--- src/rtl/chip7458_tester.sv ---
// Exhaustive tester for a 7458-style dual AND-OR gate: walks all 1024 input
// vectors, compares the device response to the ideal function, logs errors.
module chip7458_tester #(
    parameter int SETTLE = 1
) (
    input  logic        clk,
    input  logic        rst,
    input  logic        start,
    input  logic        abort,
    output logic        p1a,
    output logic        p1b,
    output logic        p1c,
    output logic        p1d,
    output logic        p1e,
    output logic        p1f,
    output logic        p2a,
    output logic        p2b,
    output logic        p2c,
    output logic        p2d,
    input  logic        p1y_in,
    input  logic        p2y_in,
    output logic        busy,
    output logic        done,
    output logic        pass,
    output logic [10:0] err_cnt,
    output logic        first_err_valid,
    output logic [9:0]  first_err_vec
);

    typedef enum logic [1:0] {ST_IDLE, ST_SETTLE, ST_CHECK, ST_DONE} state_t;

    state_t      state_q, state_d;
    logic [9:0]  vec_q, vec_d;
    logic [3:0]  cnt_q, cnt_d;
    logic [10:0] err_q, err_d;
    logic        fv_q, fv_d;
    logic [9:0]  fvec_q, fvec_d;

    logic        exp1, exp2, mismatch;
    logic [9:0]  stim;

    assign exp1     = (vec_q[0] & vec_q[1] & vec_q[2]) | (vec_q[3] & vec_q[4] & vec_q[5]);
    assign exp2     = (vec_q[6] & vec_q[7]) | (vec_q[8] & vec_q[9]);
    assign mismatch = (p1y_in != exp1) || (p2y_in != exp2);

    always_comb begin
        state_d = state_q;
        vec_d   = vec_q;
        cnt_d   = cnt_q;
        err_d   = err_q;
        fv_d    = fv_q;
        fvec_d  = fvec_q;
        case (state_q)
            ST_IDLE, ST_DONE: begin
                // abort wins over start; a DONE result is discarded on abort
                if (abort) begin
                    state_d = ST_IDLE;
                end else if (start) begin
                    state_d = ST_SETTLE;
                    vec_d   = '0;
                    cnt_d   = '0;
                    err_d   = '0;
                    fv_d    = 1'b0;
                    fvec_d  = '0;
                end
            end
            ST_SETTLE: begin
                if (abort) begin
                    state_d = ST_IDLE;
                end else begin
                    cnt_d = cnt_q + 4'd1;
                    if (cnt_q == 4'(SETTLE - 1)) state_d = ST_CHECK;
                end
            end
            ST_CHECK: begin
                if (abort) begin
                    state_d = ST_IDLE;
                end else begin
                    // at most 1024 mismatches, so 11 bits never wrap
                    if (mismatch) begin
                        err_d = err_q + 11'd1;
                        if (!fv_q) begin
                            fv_d   = 1'b1;
                            fvec_d = vec_q;
                        end
                    end
                    if (vec_q == 10'd1023) begin
                        state_d = ST_DONE;
                    end else begin
                        vec_d   = vec_q + 10'd1;
                        cnt_d   = '0;
                        state_d = ST_SETTLE;
                    end
                end
            end
            default: state_d = ST_IDLE;
        endcase
    end

    always_ff @(posedge clk or posedge rst) begin
        if (rst) begin
            state_q <= ST_IDLE;
            vec_q   <= '0;
            cnt_q   <= '0;
            err_q   <= '0;
            fv_q    <= 1'b0;
            fvec_q  <= '0;
        end else begin
            state_q <= state_d;
            vec_q   <= vec_d;
            cnt_q   <= cnt_d;
            err_q   <= err_d;
            fv_q    <= fv_d;
            fvec_q  <= fvec_d;
        end
    end

    assign busy            = (state_q == ST_SETTLE) || (state_q == ST_CHECK);
    assign done            = (state_q == ST_DONE);
    assign pass            = done && (err_q == 11'd0);
    assign err_cnt         = err_q;
    assign first_err_valid = fv_q;
    assign first_err_vec   = fvec_q;

    // pins follow vec only while a run is active
    assign stim = busy ? vec_q : 10'd0;
    assign {p2d, p2c, p2b, p2a, p1f, p1e, p1d, p1c, p1b, p1a} = stim;

endmodule
--- config.mk ---
export PLATFORM = sky130hd
export DESIGN_NAME = chip7458_tester
export DESIGN_NICKNAME = d
export VERILOG_FILES = /design/src/rtl/chip7458_tester.sv
export SDC_FILE = /design/constraint.sdc
export NUM_CORES = 1
export LEC_CHECK = 0
export CAP_MARGIN = 5
export CORE_ASPECT_RATIO = 0.75
export CORE_MARGIN = 8
export CORE_UTILIZATION = 53
export CTS_CLUSTER_DIAMETER = 80
export DETAILED_ROUTE_END_ITERATION = 10
export PLACE_DENSITY = 0.8
export SLEW_MARGIN = 10
export SYNTH_ARGS = -nofsm -noshare
export SYNTH_HDL_FRONTEND = slang
export SYNTH_SLANG_ARGS = --single-unit
--- constraint.sdc ---
create_clock -name clk -period 2.2 [get_ports clk]
set_input_delay 0.55 -clock clk [delete_from_list [all_inputs] [get_ports clk]]
set_output_delay 0.55 -clock clk [all_outputs]
set_load 0.005 [all_outputs]
==> out/results.tsv, run 1 <==
metric	value	unit
outcome	finished with violations	
failing checks	setup timing	
Pwr Density	817	nW/um^2
final setup vio count	1	
RSZ-0062 raised after global routing	yes	
vias per cell	5.88	
1st-iter DRT viols	219	
Slew HR	61.5	%
first-pass GRT wire length	10.9	mm
Mapped Cells	263	
# clock sinks	38	
Worst-Margin Slew	0.578	ns
clock latency on the worst-skew pair	0.30	ns
ys flop type	dfrtp_1	
Syn Area/Cell	9.29	sq um
chip width	94.4	um
Critical Path Source Type	flip-flop	
Final Util	73.2	%
type of the most critical hold path	flip-flop to flip-flop	
number of global-route vias before repair	2259	
Post-route DRC	0	
IO Pins	41	
Yosys warning count	0	
Max VDD drop	660	uV
top post-synthesis cells by area	dfrtp_1 39%, mux2i_1 7.0%, ha_1 5.1%	
pre-CTS setup slack	-0.114	ns
Clk Tree Root Cell	clkbuf_8	
Worst Clk Skew	0.00711	ns
cell with the most instances after synthesis	dfrtp_1	
Synth Register Bits	38	
PortBufs	40	
Crit. End Element	output port	
post-synth top area share	38.9	%
final worst setup slack	-0.00738	ns
Total GRT Usage	19.6	%
CP Data Required Time	1.65	ns
Final ANT Viol Nets	0	
Final Hold Viols	0	
final WL	6.80	mm
initial core utilization	55.0	%
Die H	74.8	um
crit path time final	2.21	ns
largest net degree at the start of global routing	39	
drt wl/cell	17.3	um
Worst-path clk slew	0.08	ns
CTS max path bufs	2	
cell area after synthesis	2440	sq um
GPL Wtd Cong	0.889	
Synth area leader	dfrtp_1	
cts hold-fix bufs	0	
Layout Nets	352	
CTS tree	yes	
Detailed Place HPWL	4.76	mm
initial antenna violation count	0	
layout cells sized above 1	22.6	%
most frequent cells after synthesis	38 x dfrtp_1, 32 x nand2_1, 21 x inv_1	
CP Max Fanout	2	
row cnt	21	
hold slack	0.518	ns
Core ar.	4440	sq um
H-tree Lvls	2	
TritonCTS Buffers	5	
# diodes	0	
CP arrival	1.66	ns
Area Growth Syn to Fin	33.1	%
Fmax achieved	453	MHz
vias post-DR	2315	
syn nets	279	
GRT Residual Overflow	0	
Die ar.	7060	sq um
path type of the worst setup path	flip-flop to output port	
final period utilization	100	%
Synth async-reset ratio	100	%
Cell variety after synth	56	
EDFF count, synth	0	
Slew Limit Fails	0	
Pleak	1.43	nW
sequential cell area fraction in the yosys report	38.9	%
DRT Pass-1 Iters	5	
Max-Cap Viols	0	
metrics by stage:
step	total power, mW	setup TNS (ns)	instance area [sq um]	instances
2_1_floorplan	1.55	0	2440	263
3_3_place_gp	2.01	-0.353	3120	384
3_5_place_dp	2.04	-0.847	3120	384
4_1_cts	2.62	0	3240	394
5_1_grt	2.81	-0.101	3250	394
6_report	2.66	-0.00738	3250	394
logic make-up (layout without fill, tap and decap cells):
| kind of cell | count (synthesis) | in the layout | share of synthesized area (%) |
|---|---|---|---|
| and+or+nand+nor | 94 | 94 | 21.3 |
| AOI/OAI and AO/OA | 68 | 68 | 20.0 |
| DFF | 38 | 38 | 38.9 |
| buffers and inverters | 33 | 107 | 6.05 |
| muxes | 18 | 18 | 7.58 |
| adders and majority gates | 10 | 10 | 5.12 |
| xor gates and xnor gates | 2 | 2 | 1.02 |
per-layer routing:
layer	vias up	GRT usage, %	wire, um
met3	14	4.88	482
met1	1118	26.4	3110
met2	90	30.1	3070
met5	-	0	0
li1	1093	-	-
met4	0	6.48	136
power by group:
part	total [mW]	internal [mW]	switching, mW	leakage [nW]
Combinational	1.34	0.610	0.729	0.852
Sequential	0.800	0.753	0.0470	0.526
Clock	0.518	0.252	0.266	0.0472
sequential cells by signal, indices dropped and copies added (netlist names):
signal / flops
cnt_q: 4
err_cnt: 11
first_err_valid: 1
first_err_vec: 10
state_q: 2
vec_q: 10
worst paths after layout:
| path | startpoint | end | slack [ns] | depth (start not counted) |
|---|---|---|---|---|
| worst max-delay path | state_q[0] | pass | -0.007 | 6 |
| worst min-delay path | first_err_vec[9] | first_err_vec[9] | 0.52 | 2 |
| worst max register to register | vec_q[0] | err_cnt[5] | 0.12 | 6 |
| worst min register to register | first_err_vec[9] | first_err_vec[9] | 0.52 | 2 |
| max in group asynchronous | rst | state_q[1] | 1.18 | 3 |
| min in group asynchronous | rst | first_err_vec[9] | 0.67 | 3 |
final cells by class:
class / instances / area [sq um]
Multi-Input combinational cell: 192 / 1420
Fill cell: 327 / 1190
Sequential cell: 38 / 951
Timing Repair Buffer: 78 / 633
Clock buffer: 6 / 82.6
Inverter: 21 / 78.8
Tap cell: 57 / 71.3
Clock inverter: 2 / 12.5
placed cells by master (no fill, tap or decap), drive strengths merged, types with 2 or more instances in the layout:
cell type and n:
a2111oi 3, a211o 3, a211oi 3, a21boi 5, a21oi 11, a31oi 2, and3 8, buf 39
clkbuf 15, clkdlybuf4s50 28, dfrtp 38, dlygate4sd2 2, ha 10, inv 21, mux2i 17, nand2 32
nand2b 12, nand3 11, nand3b 3, nor2 2, nor2b 12, nor4 3, nor4b 2, o2111ai 2
o211ai 5, o21ai 18, o311ai 2, o31ai 3, o41ai 3, or4 2
repair_timing:
| action | 4_1_cts | 5_1_grt |
|---|---|---|
| setup buffers | 2 | 0 |
| endpoints found under the setup margin | 15 | 13 |
| gates resized for setup | 21 | 25 |
| pin swaps | 1 | 2 |
critical path: stages (launching register included):
cell and delay (ns):
dfrtp_1 0.35, ha_2 0.18, nor4b_4 0.18, buf_4 0.17, nand2_4 0.06, nor4b_4 0.27, buf_2 0.15
No activity file was read; power rests on OpenSTA's default activity.
==> run 2: changes to the inputs <==
Settings changed: CELL_PAD_IN_SITES_DETAIL_PLACEMENT from default to 1, CELL_PAD_IN_SITES_GLOBAL_PLACEMENT from default to 2, CORE_UTILIZATION 53 to 33, MAX_ROUTING_LAYER from default to met4, PLACE_DENSITY 0.8 to default, PLACE_DENSITY_LB_ADDON from default to 0.1.
==> run 2 against run 1 <==
The run now ends clean; critical path type unchanged; critical path depth is 1 lower; largest power group unchanged; clock skew is 0.0030 ns lower; total power is 2.6% higher; cell count is 12% higher.
==> out/results.tsv, run 2 (synthesis results as in run 1) <==
metric	value	unit	change
GPL Wtd Cong	0.799		was 0.889
TritonCTS Buffers	5		unchanged
type of the most critical hold path	flip-flop to flip-flop		unchanged
Critical Path Source Type	flip-flop		unchanged
final period utilization	97.2	%	was 100%
Fmax achieved	468	MHz	was 453 MHz
vias per cell	5.12		was 5.88
final worst setup slack	0.0626	ns	was -0.00738 ns
Max Used Layer	met4		unchanged
CP Max Fanout	15		was 2
# diodes	0		unchanged
number of global-route vias before repair	2403		was 2259
Worst-Margin Slew	0.528	ns	was 0.578 ns
Final Hold Viols	0		unchanged
Clk Tree Root Cell	clkbuf_8		unchanged
Tot Pwr	2.72	mW	was 2.66 mW
Final ANT Viol Nets	0		unchanged
CTS tree	yes		unchanged
Cells on Worst Hold Path	2		unchanged
Core ar.	7260	sq um	was 4440 sq um
initial core utilization	33.6	%	was 55.0%
H-tree Lvls	2		unchanged
first-pass GRT wire length	12.7	mm	was 10.9 mm
commonest non-fill, non-tap cells in the layout	41 x buf_4, 38 x dfrtp_1, 32 x nand2_1, 28 x clkdlybuf4s50_1, 20 x inv_1		was 38 x dfrtp_1, 38 x buf_4, 31 x nand2_1, 28 x clkdlybuf4s50_1, 20 x inv_1
chip width	115	um	was 94.4 um
final setup vio count	0		was 1
Worst Clk Skew	0.00408	ns	was 0.00711 ns
Detailed Place HPWL	5.72	mm	was 4.76 mm
PortBufs	40		unchanged
IO Pins	41		unchanged
Worst-path clk slew	0.08	ns	about the same
Slew HR	64.8	%	was 61.5%
crit path time final	2.14	ns	was 2.21 ns
pre-CTS setup slack	-0.166	ns	was -0.114 ns
largest net degree at the start of global routing	39		unchanged
max reg flops	11		unchanged
Post-route DRC	0		unchanged
vias post-DR	2261		was 2315
met2 wire length	3.34	mm	was 3.07 mm
met1 wire length	4.04	mm	was 3.11 mm
Max-Cap Viols	0		unchanged
dpl cell area	3230	sq um	was 3120 sq um
setup TNS	0	ns	was -0.00738 ns
path type of the worst setup path	flip-flop to output port		unchanged
final WL	7.64	mm	was 6.80 mm
CP Data Required Time	1.65	ns	about the same
Die H	90.5	um	was 74.8 um
Slew Limit Fails	0		unchanged
cts hold-fix bufs	0		unchanged
Layout Nets	356		was 352
met3 routed WL	202	um	was 482 um
outcome	completed		was finished with violations
row cnt	27		was 21
drt wl/cell	17.3	um	about the same
CTS max path bufs	2		unchanged
Area Growth Syn to Fin	36.6	%	was 33.1%
layout cells sized above 1	23.2	%	was 22.6%
post-route cell area	3340	sq um	was 3250 sq um
Pwr Density	817	nW/um^2	about the same
most common cell after layout, fill and taps aside	buf_4		
RSZ-0062 raised after global routing	yes		unchanged
Die ar.	10400	sq um	was 7060 sq um
Crit. End Element	output port		unchanged
1st-iter DRT viols	81		was 219
worst reg-to-reg path cell count	9		was 6
Pleak	1.44	nW	was 1.43 nW
clock latency on the worst-skew pair	0.30	ns	about the same
# clock sinks	38		unchanged
Total GRT Usage	15.6	%	was 19.6%
CP arrival	1.59	ns	was 1.66 ns
Max VDD drop	283	uV	was 660 uV
GRT Residual Overflow	0		unchanged
DRT Pass-1 Iters	4		was 5
initial antenna violation count	0		unchanged
run 2: per-layer routing:
| metal | vias to the layer above | global-route usage [%] |
|---|---|---|
| li1 | 1100 | - |
| met3 | 5 | 2.67 |
| met1 | 1128 | 21.0 |
| met2 | 28 | 23.7 |
| met4 | 0 | 3.27 |
| met5 | - | - |
run 2: worst max-delay path, stage by stage, from the launching register on:
cell and delay, ns:
dfrtp_1 0.40, buf_4 0.16, ha_4 0.28, buf_12 0.14, inv_1 0.05, dlygate4sd2_1 0.26
run 2: repair_timing:
action,4_1_cts,5_1_grt
resized for setup,23,22
endpoints found under the setup margin,14,17
gates cloned,0,0
setup buffers,0,1
pin swaps,1,1
run 2: final timing paths:
| path | end | from | slack [ns] |
|---|---|---|---|
| max | busy | state_q[1] | 0.06 |
| min | first_err_vec[6] | first_err_vec[6] | 0.52 |
| max reg2reg | err_cnt[7] | state_q[0] | 0.10 |
| min reg2reg | first_err_vec[6] | first_err_vec[6] | 0.52 |
| max in group asynchronous | first_err_vec[4] | rst | 1.15 |
| min in group asynchronous | first_err_vec[6] | rst | 0.68 |
run 2: area by class of cell:
class,instances,area [sq um]
timing repair buffer,82,677
clock buffer,6,82.6
fill,874,3930
inverter,21,78.8
tap,101,126
sequential,38,951
clock inverter,2,12.5
multi-input combinational,192,1410
run 2: power breakdown:
| part | internal (mW) | switching [mW] |
|---|---|---|
| Sequential | 0.753 | 0.0467 |
| Clock | 0.253 | 0.282 |
| Combinational | 0.622 | 0.770 |
| Total | 1.63 | 1.10 |
run 2: metrics by stage:
| step | instances | hold slack (ns) | utilization [%] |
|---|---|---|---|
| detailed placement | 433 | 0.508 | 44.4 |
| global placement | 433 | 0.505 | 44.4 |
| global route | 442 | 0.550 | 45.9 |
| floorplan | 263 | 0.509 | - |
| CTS | 441 | 0.525 | 46.0 |
| finish | 442 | 0.522 | 45.9 |
==> run 3: changes to the inputs <==
Settings changed: RECOVER_POWER from default to 25, REMOVE_ABC_BUFFERS from default to 1.
==> run 3 against run 2 <==
Sequential share of layout area fell by 0.15 points; clock-buffer cell count rose by 1; total power rose by 0.91%; combinational power rose by 6%; worst setup slack got worse by 0.035 ns.
==> out/results.tsv, run 3 (synthesis results as in run 1) <==
metric	value	unit	change
initial antenna violation count	0		unchanged
CP arrival	1.62	ns	was 1.59 ns
clock latency on the worst-skew pair	0.30	ns	about the same
CP cell instances	buf_4 > inv_2 > ha_4 > buf_12 > inv_1 > dlygate4sd2_1		was buf_4 > ha_4 > buf_12 > inv_1 > dlygate4sd2_1
Worst-path clk slew	0.08	ns	about the same
Multi-input gate area	1410	sq um	about the same
Crit. End Element	output port		unchanged
H-tree Lvls	2		unchanged
vias post-DR	2335		was 2261
# clock sinks	38		unchanged
Max VDD drop	574	uV	was 283 uV
slowest stage delay, CP	0.38	ns	was 0.40 ns
Pleak	1.44	nW	about the same
Area Growth Syn to Fin	37.3	%	was 36.6%
Slew Limit Fails	0		unchanged
Pwr Density	820	nW/um^2	was 817 nW/um^2
type of the most critical hold path	flip-flop to flip-flop		unchanged
first-pass GRT wire length	13.2	mm	was 12.7 mm
cts hold-fix bufs	0		unchanged
CTS max path bufs	2		unchanged
Total GRT Usage	16.5	%	was 15.6%
CTS tree	yes		unchanged
drt wl/cell	18.1	um	was 17.3 um
Die ar.	10400	sq um	unchanged
Finished Layout Cells	443		was 442
number of global-route vias before repair	2447		was 2403
GPL Wtd Cong	0.755		was 0.799
Worst-Margin Slew	1.08	ns	was 0.528 ns
Hold Startpoint	first_err_vec[9]		was first_err_vec[6]
layout cells sized above 1	22.8	%	was 23.2%
Critical Path Source Type	flip-flop		unchanged
Worst R2R Start	state_q[0]		unchanged
worst reg-to-reg path cell count	9		unchanged
# diodes	0		unchanged
outcome	completed		unchanged
final period utilization	98.7	%	was 97.2%
max reg flops	11		unchanged
Fmax achieved	460	MHz	was 468 MHz
fillcell total	845		was 874
dpl cell area	3250	sq um	was 3230 sq um
commonest non-fill, non-tap cells in the layout	41 x buf_4, 38 x dfrtp_1, 32 x nand2_1, 27 x clkdlybuf4s50_1, 20 x inv_1		was 41 x buf_4, 38 x dfrtp_1, 32 x nand2_1, 28 x clkdlybuf4s50_1, 20 x inv_1
1st-iter DRT viols	102		was 81
GRT Residual Overflow	0		unchanged
Tot Pwr	2.75	mW	was 2.72 mW
crit path time final	2.17	ns	was 2.14 ns
Core ar.	7260	sq um	unchanged
final setup vio count	0		unchanged
hold slack	0.520	ns	was 0.522 ns
Clk Tree Root Cell	clkbuf_8		unchanged
post-route cell area	3350	sq um	was 3340 sq um
Detailed Place HPWL	5.83	mm	was 5.72 mm
IO Pins	41		unchanged
CP Max Fanout	15		unchanged
most common cell after layout, fill and taps aside	buf_4		unchanged
Max-Cap Viols	0		unchanged
path type of the worst setup path	flip-flop to output port		unchanged
final WL	8.02	mm	was 7.64 mm
PortBufs	40		unchanged
Placed Cells	435		was 433
Slew HR	28.3	%	was 64.8%
setup slack, reg-to-reg	0.07	ns	was 0.10 ns
Final Util	46.2	%	was 45.9%
Worst Clk Skew	0.00611	ns	was 0.00408 ns
TritonCTS Buffers	5		unchanged
Die H	90.5	um	unchanged
CP Data Required Time	1.65	ns	about the same
largest net degree at the start of global routing	39		unchanged
DRT Pass-1 Iters	4		unchanged
Final Hold Viols	0		unchanged
Layout Nets	358		was 356
Final ANT Viol Nets	0		unchanged
Cells on Worst Hold Path	2		unchanged
initial core utilization	33.6	%	unchanged
vias per cell	5.27		was 5.12
Post-route DRC	0		unchanged
slowest stage cell, crit path	dfrtp_1		unchanged
Worst Hold Endpoint	first_err_vec[9]		was first_err_vec[6]
Worst R2R End	err_cnt[7]		unchanged
row cnt	27		unchanged
Reg area	951	sq um	unchanged
RSZ-0062 raised after global routing	yes		unchanged
chip width	115	um	unchanged
==> run 3: cell count changes in the layout (fill, tap and decap cells not counted), sizes merged <==
cell	delta
clkbuf	+1
clkinv	-1
clkinvlp	-1
buf	+1
dlygate4sd3	+1
clkdlybuf4s50	-1
clkdlybuf4s15	+1
==> run 3: through the flow <==
step	setup TNS, ns	setup slack, ns
2_1_floorplan	-15.90	-0.920
3_3_place_gp	-1.67	-0.130
3_5_place_dp	-3.65	-0.219
4_1_cts	0	0.00452
5_1_grt	-0.141	-0.0566
6_report	0	0.0276
==> run 3: cell type report <==
type / count / area share, %
multi-input combinational: 192 / 42.2
sequential: 38 / 28.4
timing repair buffer: 84 / 21.1
tap: 101 / 3.77
inverter: 21 / 2.35
clock buffer: 7 / 2.28
==> run 3: how the worst max path moves through the flow <==
stage,start,to,slack [ns]
final,state_q[0],busy,0.03
after global routing,state_q[0],pass,-0.06
after CTS,vec_q[0],first_err_vec[7],0.005
after detailed placement,abort,vec_q[3],-0.22
after global placement,abort,vec_q[4],-0.13
after floorplan,state_q[0],vec_q[5],-0.92
==> run 3: where the power goes <==
group / total (mW) / internal (mW) / switching [mW]
registers: 0.801 / 0.753 / 0.0480
clock network: 0.482 / 0.219 / 0.263
logic: 1.47 / 0.665 / 0.802
total: 2.75 / 1.64 / 1.11
==> run 3: what timing repair did <==
action	in CTS	in global routing
buffers inserted	0	1
setup endpoints to repair	28	34
gates resized for setup	21	23
cloned	0	0
==> run 3: layer usage <==
metal | wire (um) | global-route usage (%) | vias up
li1 | - | - | 1098
met1 | 4060 | 22.4 | 1181
met2 | 3580 | 24.5 | 51
met3 | 326 | 3.94 | 5
met4 | 50 | 2.94 | 0
met5 | 0 | - | -
==> run 3: critical path: cells and delay by family, from the launching register on <==
kind	cells	cell delay, ns
flops	1	0.38
fa+ha+maj	1	0.27
buf+inv	5	0.67
